==> config.mk <==
export PLATFORM = sky130hd
export DESIGN_NAME = bfloat16_rf_ctrl
export DESIGN_NICKNAME = d
export VERILOG_FILES = /design/src/rtl/bfloat16_rf_ctrl.sv
export SDC_FILE = /design/constraint.sdc
export NUM_CORES = 1
export LEC_CHECK = 0
export ABC_AREA = 1
export BUFFER_PORTS_ARGS = -buffer_cell sky130_fd_sc_hd__buf_4
export CORE_MARGIN = 2
export CORE_UTILIZATION = 35
export CTS_BUF_LIST = sky130_fd_sc_hd__clkbuf_8
export CTS_CLUSTER_SIZE = 10
export DETAILED_ROUTE_END_ITERATION = 12
export PLACE_DENSITY = 0.67
export SYNTH_ARGS = -nofsm -noshare
export SYNTH_HDL_FRONTEND = slang
export SYNTH_SLANG_ARGS = --single-unit
==> constraint.sdc <==
create_clock -name clk -period 1.7 [get_ports clk]
set_clock_uncertainty 0.05 [all_clocks]
set_input_delay 0.17 -clock clk [delete_from_list [all_inputs] [get_ports clk]]
set_output_delay 0.17 -clock clk [all_outputs]
set_load 0.01 [all_outputs]
==> src/rtl/bfloat16_rf_ctrl.sv <==
// Two-port round-robin front end for a bfloat16 register file, with a
// zero-fill sequencer that takes the file over for DEPTH cycles.
module bfloat16_rf_ctrl #(
  parameter int DEPTH  = 32,
  parameter int ADDR_W = 5,
  parameter int DATA_W = 16
) (
  input  logic              clk,
  input  logic              rst_x,
  input  logic              clr_start,
  output logic              clr_busy,
  output logic              clr_done,
  input  logic              a_req,
  input  logic              a_we,
  input  logic [ADDR_W-1:0] a_addr,
  input  logic [DATA_W-1:0] a_wdata,
  output logic              a_gnt,
  output logic              a_rvalid,
  output logic [DATA_W-1:0] a_rdata,
  input  logic              b_req,
  input  logic              b_we,
  input  logic [ADDR_W-1:0] b_addr,
  input  logic [DATA_W-1:0] b_wdata,
  output logic              b_gnt,
  output logic              b_rvalid,
  output logic [DATA_W-1:0] b_rdata,
  output logic              rf_we,
  output logic [ADDR_W-1:0] rf_addr,
  output logic [DATA_W-1:0] rf_di,
  input  logic [DATA_W-1:0] rf_dout
);

  typedef enum logic [1:0] {IDLE, CLEAR, DONE} state_t;

  localparam logic [ADDR_W-1:0] LAST_ADDR = ADDR_W'(DEPTH - 1);

  state_t            state;
  logic [ADDR_W-1:0] cnt;
  logic              last_a;     // A held the most recent grant
  logic              grant_ok;
  logic              clearing;

  // A clear request or a reset in progress blocks arbitration this cycle.
  assign grant_ok = (state == IDLE) && !rst_x && !clr_start;
  assign clearing = (state == CLEAR) && !rst_x;

  assign a_gnt = grant_ok && a_req && (!b_req || !last_a);
  assign b_gnt = grant_ok && b_req && (!a_req ||  last_a);

  // NOTE: every output gets a default first, so no path leaves a latch behind.
  always_comb begin
    rf_we   = 1'b0;
    rf_addr = '0;
    rf_di   = '0;
    if (clearing) begin
      rf_we   = 1'b1;
      rf_addr = cnt;
    end else if (a_gnt) begin
      rf_we   = a_we;
      rf_addr = a_addr;
      rf_di   = a_wdata;
    end else if (b_gnt) begin
      rf_we   = b_we;
      rf_addr = b_addr;
      rf_di   = b_wdata;
    end
  end

  // NOTE: state uses non-blocking assignments so every flop samples
  // pre-edge values, independent of statement order.
  always_ff @(posedge clk) begin
    if (rst_x) begin
      state    <= IDLE;
      cnt      <= '0;
      last_a   <= 1'b0;
      clr_busy <= 1'b0;
      clr_done <= 1'b0;
      a_rvalid <= 1'b0;
      b_rvalid <= 1'b0;
      a_rdata  <= '0;
      b_rdata  <= '0;
    end else begin
      clr_done <= 1'b0;
      case (state)
        IDLE: begin
          if (clr_start) begin
            state    <= CLEAR;
            cnt      <= '0;
            clr_busy <= 1'b1;
          end
        end
        CLEAR: begin
          cnt <= cnt + ADDR_W'(1);
          if (cnt == LAST_ADDR) begin
            state    <= DONE;
            clr_busy <= 1'b0;
            clr_done <= 1'b1;
          end
        end
        DONE:    state <= IDLE;
        default: state <= IDLE;
      endcase

      if (a_gnt)      last_a <= 1'b1;
      else if (b_gnt) last_a <= 1'b0;

      a_rvalid <= a_gnt && !a_we;
      b_rvalid <= b_gnt && !b_we;
      if (a_gnt && !a_we) a_rdata <= rf_dout;
      if (b_gnt && !b_we) b_rdata <= rf_dout;
    end
  end

endmodule

==> run_results.csv, run 1 <==
group,metric,value,unit
power_and_ir_drop,leakage,1.844,nW
clock_tree,ctsHoldBuffers,0,
global_route,grt_start_max_net_pins,35,
synthesis,synth_edf_count,0,
power_and_ir_drop,total_power,2.399,mW
place,gp_congestion,0.8047,
sta,rsz0062_at_grt,"yes",
sta,maxSlewHeadroom,60.04,%
sta,layout_min_cycle_time,1.792,ns
finish,postLayoutCellArea,3600,µm²
die,initial_utilization,35.99,%
critical_path,path_max_fanout,5,
clock_tree,numCtsBuffers,5,
die,core_area,5886,µm²
sta,tightest_slew,0.5931,ns
synthesis,synth.net_count,382,
drt,wl,7221,µm
die,die_y,81.80,µm
synthesis,synthTopCellsByArea,"dfxtp_1 42%, nand2_1 16%, nor2_1 10%",
power_and_ir_drop,power.density,666.6,nW/µm²
synthesis,synth_ff_type,"dfxtp_1",
power_and_ir_drop,comb_power_share,20.1,%
global_route,grt_usage,19.24,%
critical_path,critPathSlowestCell,"dfxtp_2",
finish,final_cells,526,
die,io_pins,125,
power_and_ir_drop,power_switching,0.6117,mW
place,dp_cells,502,
die,die_w,81.80,µm
sta,setup_viol,22,
clock_tree,cts_tree,"done",
sta,slew_violations,0,
finish,layout-drive-gt1-share,41.69,%
power_and_ir_drop,power_frac_clock,35.0,%
clock_tree,cts_buffer_depth,2,
drt,first_pass_iters,4,
finish,regArea,883.3,µm²
synthesis,yosysMostFrequentCell,"nand2_1",
place,hpwl,4710,µm
power_and_ir_drop,ir_worst_vdd,0.3372,mV
critical_path,crit_buf_inv,3,
sta,post-route-period-util,105.4,%
global_route,antenna_found_initial,0,
place,placed_area,3109,µm²
synthesis,synth_top_area_share,41.58,%
sta,setup_tns,-1.424,ns
synthesis,avgSynthCellArea,6.725,µm²
status,outcome,"finished with violations",
clock_tree,clock-sinks,44,
finish,fill_cells,574,
drt,vias_per_cell,4.709,
critical_path,reg2reg_depth,8,
finish,finish.utilization,61.16,%
finish,finalNetCount,517,
sta,fmax,558.0,MHz
synthesis,async_reset_ff_share,0,%
synthesis,synth_commonest_cells,"89 x nand2_1, 58 x nor2_1, 44 x dfxtp_1, 27 x inv_1, 21 x a21oi_1",
sta,fin_ws,-0.09222,ns
finish,area_delta_synth_final,69.93,%
critical_path,worst-path-stages,8,
finish,diodes,0,
drt,wl_per_cell,13.73,µm
power_and_ir_drop,sequentialPowerShare,44.9,%
critical_path,worst-setup-path-type,"reg2out",
global_route,grt_overflow_total,0,
status,violations,"negative setup slack",
die,dieArea,6690,µm²
drt,drt_iter0_markers,109,
power_and_ir_drop,p_sw_share,25.49,%
die,rows,28,
critical_path,end_kind,"primary output",
synthesis,ys_types,24,
clock_tree,clock_latency,0.29,ns
power_and_ir_drop,p_int,1.788,mW
critical_path,cp.arrival,1.57,ns
drt,ant_nets,0,
global_route,grt_pass1_vias,2145,
min_path,hold_path_depth,2,
sta,hold_viol,0,
critical_path,crit_chain,"nor2_4, nand3_4, nor2_4, buf_12, clkbuf_16, nand2_2, nand2_2, buf_6",
place,portBuffers,124,
synthesis,syn_area,2118,µm²
synthesis,synth_seq_cells,44,
synthesis,ys_warn_count,0,
clock_tree,root_buffer,"clkbuf_8",
finish,multi_input_area,1140,µm²
critical_path,worst_setup_path_start_kind,"flip-flop",
synthesis,yosys.area.top_type,"dfxtp_1",
critical_path,max_stage_delay,0.34,ns
clock_tree,htree_levels,2,
critical_path,cp.required,1.48,ns
drt,vias,2477,
critical_path,critical-path-top-delay-family,"simple AND/OR/NAND/NOR gates",
global_route,grt_first_pass_wirelength,9984,µm
synthesis,ys_seq_area_share,41.58,%
job,max-cap-violations,0,
min_path,hp-class,"in2reg",
drt,drc_errors,0,
synthesis,synthCells,315,
clock_tree,clk_pin_slew,0.08,ns
sequential cells by signal, indices dropped and copies added (netlist names):
| register | cells |
|---|---|
| a_rvalid | 1 |
| a_rdata | 16 |
| clr_busy | 1 |
| last_a | 1 |
| b_rdata | 16 |
| state | 2 |
| b_rvalid | 1 |
| cnt | 5 |
| clr_done | 1 |
metrics by stage:
step / worst slack [ns] / hold slack (ns)
2_1_floorplan: 0.3315 / 0.1891
3_3_place_gp: 0.2530 / 0.3190
3_5_place_dp: 0.1909 / 0.3230
4_1_cts: -0.07685 / 0.009321
5_1_grt: -0.1667 / 0.02633
6_report: -0.09222 / 0.02303
what timing repair did:
action | 4_1_cts | 5_1_grt
setup endpoints to repair | 23 | 23
hold endpoints to repair | 0 | 0
cloned | 2 | 5
buffers inserted | 4 | 6
gates resized for setup | 11 | 39
pin swaps | 4 | 9
worst register-to-register path, delay by kind of cell, from the launching register on:
| family | cells | cell delay (ns) |
|---|---|---|
| compound gates | 1 | 0.13 |
| buf+inv | 4 | 0.55 |
| flops | 1 | 0.33 |
| simple gates | 3 | 0.45 |
metal layers:
metal  share of wire (%)  vias to the layer above  track usage (%)
li1                    -                     1271                -
met1                  43                     1111            24.63
met2                  49                       85            32.52
met3                 6.7                       10            3.187
met4                 1.9                        0            7.000
met5                   0                        -                0
path summary, 6_finish.rpt:
| path | start | end | slack [ns] |
|---|---|---|---|
| hold / removal | b_we | b_rvalid | 0.02 |
| hold reg to reg | b_rdata[1] | b_rdata[1] | 0.44 |
| setup / recovery | state[0] | rf_di[14] | -0.09 |
| setup reg to reg | last_a | b_rdata[7] | 0.10 |
cells in the final DEF, fill, tap and decap left out, drive strengths merged:
cell type | synthesis | layout
clkbuf | 6 | 9
bufinv | 0 | 1
ha | 2 | 2
dfxtp | 44 | 44
buf | 10 | 141
nor3 | 4 | 4
a22oi | 2 | 2
nand3 | 8 | 8
a21oi | 21 | 21
o21ai | 19 | 19
inv | 27 | 27
nand4 | 16 | 16
nor2 | 63 | 63
clkinv | 2 | 3
nand2 | 91 | 91
logic make-up after synthesis:
kind of cell               after synthesis  share of synthesized area (%)
and+or+nand+nor                        182                          37.51
adders and majority gates                2                          1.181
AOI/OAI and AO/OA                       42                          10.16
buffers and inverters                   45                          9.568
DFF                                     44                          41.58
layout make-up:
cell class | count | share of cell area (%)
Timing Repair Buffer | 144 | 34.65
Sequential cell | 44 | 24.54
Tap cell | 75 | 2.607
Multi-Input combinational cell | 226 | 31.66
Clock buffer | 6 | 2.294
Inverter | 29 | 3.163
Clock inverter | 2 | 1.078
power groups by stage:
stage          registers (mW)  clock network, mW  logic [mW]
2_1_floorplan            1.11                  0       0.170
3_3_place_gp             1.10                  0       0.405
3_5_place_dp             1.10                  0       0.412
4_1_cts                  1.08              0.863       0.434
5_1_grt                  1.08              0.905       0.524
6_report                 1.08              0.840       0.482
Note: power is estimated with default switching activity, not from simulation.
==> run 2: changes to the inputs <==
--- a/config.mk
+++ b/config.mk
@@ -7,12 +7,13 @@
 export LEC_CHECK = 0
 export ABC_AREA = 1
 export BUFFER_PORTS_ARGS = -buffer_cell sky130_fd_sc_hd__buf_4
+export CORE_ASPECT_RATIO = 0.5
 export CORE_MARGIN = 2
 export CORE_UTILIZATION = 35
 export CTS_BUF_LIST = sky130_fd_sc_hd__clkbuf_8
 export CTS_CLUSTER_SIZE = 10
 export DETAILED_ROUTE_END_ITERATION = 12
-export PLACE_DENSITY = 0.67
+export PLACE_DENSITY = 0.77
 export SYNTH_ARGS = -nofsm -noshare
 export SYNTH_HDL_FRONTEND = slang
 export SYNTH_SLANG_ARGS = --single-unit
==> run 2 against run 1 <==
The run now ends clean. Global-route usage decreased by 2.5 points. Flip-flop and latch count unchanged. Routed wire length decreased by 18%. Final area decreased by 7.5%.
==> run_results.csv, run 2 (synthesis gave the netlist of run 1 again) <==
group,metric,value,unit
finish,final_common_cell,"buf_4",
drt,vias,2349,
global_route,grt_overflow_total,0,
min_path,hp-class,"in2reg",
critical_path,end_kind,"primary output",
clock_tree,clk_pin_slew,0.08,ns
place,place_ws,0.1713,ns
clock_tree,cts_tree,"done",
critical_path,worst-setup-path-type,"reg2out",
power_and_ir_drop,comb_power_share,19.4,%
die,initial_utilization,37.44,%
finish,layout_common_cells,"131 x buf_4, 88 x nand2_1, 58 x nor2_1",
critical_path,worst_setup_path_start_kind,"flip-flop",
finish,area_delta_synth_final,57.24,%
power_and_ir_drop,p_int,1.609,mW
critical_path,rr_startpoint,"last_a",
power_and_ir_drop,power_frac_clock,31.1,%
drt,highest_layer,"met4",
finish,fill_cells,546,
sta,slew_violations,0,
min_path,min_from,"b_we",
drt,wl_met3,428,µm
power_and_ir_drop,ir_worst_vdd,0.3733,mV
power_and_ir_drop,power.density,654.3,nW/µm²
clock_tree,clock-sinks,44,
place,dp_cells,502,
die,dieArea,6728,µm²
global_route,antenna_found_initial,0,
critical_path,reg2reg_depth,7,
finish,multi_input_area,1055,µm²
die,core_area,5658,µm²
drt,met2WireLength,2921,µm
clock_tree,numCtsBuffers,5,
critical_path,path_max_fanout,4,
power_and_ir_drop,sequentialPowerShare,49.4,%
clock_tree,root_buffer,"clkbuf_8",
place,portBuffers,124,
critical_path,timing.rr.end,"b_rdata[5]",
sta,hold_viol,0,
clock_tree,cts_buffer_depth,2,
place,hpwl,4472,µm
finish,finalNetCount,510,
finish,layout-drive-gt1-share,35.81,%
sta,fmax,603.5,MHz
global_route,grt_pass1_vias,2037,
die,die_w,114.0,µm
sta,setup_viol,0,
die,io_pins,125,
finish,diodes,0,
power_and_ir_drop,power_switching,0.5700,mW
critical_path,cp.arrival,1.44,ns
status,outcome,"completed",
critical_path,rrSetupSlack,0.11,ns
critical_path,cp.required,1.48,ns
global_route,grt_usage,16.79,%
power_and_ir_drop,leakage,1.701,nW
global_route,grt_first_pass_wirelength,9066,µm
min_path,hold_path_depth,2,
sta,post-route-period-util,97.46,%
power_and_ir_drop,p_sw_share,26.15,%
global_route,grt_start_max_net_pins,35,
die,rows,19,
finish,regArea,883.3,µm²
sta,setup_tns,0,ns
sta,tightest_slew,0.5889,ns
drt,wl,5941,µm
sta,maxSlewHeadroom,60.33,%
clock_tree,htree_levels,2,
die,die_y,59.01,µm
drt,wl_per_cell,11.49,µm
min_path,hold-path-endpoint,"b_rvalid",
drt,wl_met1,2552,µm
job,max-cap-violations,0,
clock_tree,ctsHoldBuffers,0,
sta,rsz0062_at_grt,"yes",
drt,ant_nets,0,
sta,layout_min_cycle_time,1.657,ns
drt,first_pass_iters,4,
sta,fin_ws,0.04310,ns
finish,reg_top3,"a_rdata (16), b_rdata (16), cnt (5)",
finish,final_cells,517,
clock_tree,clock_latency,0.29,ns
drt,drc_errors,0,
drt,vias_per_cell,4.544,
place,gp_congestion,0.8055,
drt,drt_iter0_markers,77,
==> run 2: cell count changes in the layout (fill, tap and decap cells not counted), moves of 5 or more <==
cell / delta
nand3_2: -5
nand2_1: +18
nand3_1: +5
buf_4: +9
nand2_2: -15
buf_6: -12
==> run 2: repair_timing <==
action / CTS / global route
gates resized for setup: 6 / 5
cloned: 1 / 0
buffers inserted: 5 / 1
setup endpoints to repair: 24 / 22
pin swaps: 3 / 1
==> run 2: power groups by stage <==
stage / clock, mW / sequential, mW / combinational (mW)
after detailed placement: 0 / 1.10 / 0.402
after CTS: 0.699 / 1.08 / 0.421
after floorplan: 0 / 1.11 / 0.170
final: 0.679 / 1.08 / 0.423
after global placement: 0 / 1.10 / 0.399
after global routing: 0.753 / 1.08 / 0.464
==> run 2: worst max path at each step <==
stage,end,depth (start not counted),start,slack (ns)
floorplan,rf_di[0],7,state[0],0.33
global placement,rf_di[5],7,state[0],0.20
detailed placement,rf_di[1],7,state[0],0.17
CTS,rf_we,7,state[1],0.002
global route,rf_we,7,state[1],-0.07
finish,rf_we,7,state[1],0.04
==> run 2: final cells by class <==
cell class,count,area share [%]
inverters,29,3.418
flip-flops and latches,44,26.52
well taps,73,2.742
multi-input cells,226,31.67
clock inverters,2,0.4508
clock buffers,6,2.479
repair buffers,137,32.72
==> run 2: worst max-delay path, stage by stage (launching register included) <==
cell,delay [ns]
dfxtp_2,0.34
nor2_4,0.17
nand2_4,0.10
nor2_8,0.16
buf_4,0.15
nand2_1,0.05
nand3_1,0.08
buf_4,0.12
==> run 2: layer usage <==
layer | up-vias | global-route usage, %
met5 | - | 0
met4 | 0 | 4.355
met3 | 4 | 5.215
met1 | 1027 | 20.13
li1 | 1256 | -
met2 | 62 | 29.93
==> run 2: through the flow <==
| step | power [mW] | hold WS [ns] | area, µm² | utilization [%] |
|---|---|---|---|---|
| global route | 2.299 | 0.01590 | 3331 | 58.87 |
| CTS | 2.198 | 0.01845 | 3312 | 58.54 |
| finish | 2.179 | 0.02031 | 3331 | 58.87 |
| global placement | 1.500 | 0.3140 | 3109 | 54.95 |
| detailed placement | 1.503 | 0.3309 | 3109 | 54.95 |
| floorplan | 1.279 | 0.1891 | 2118 | - |
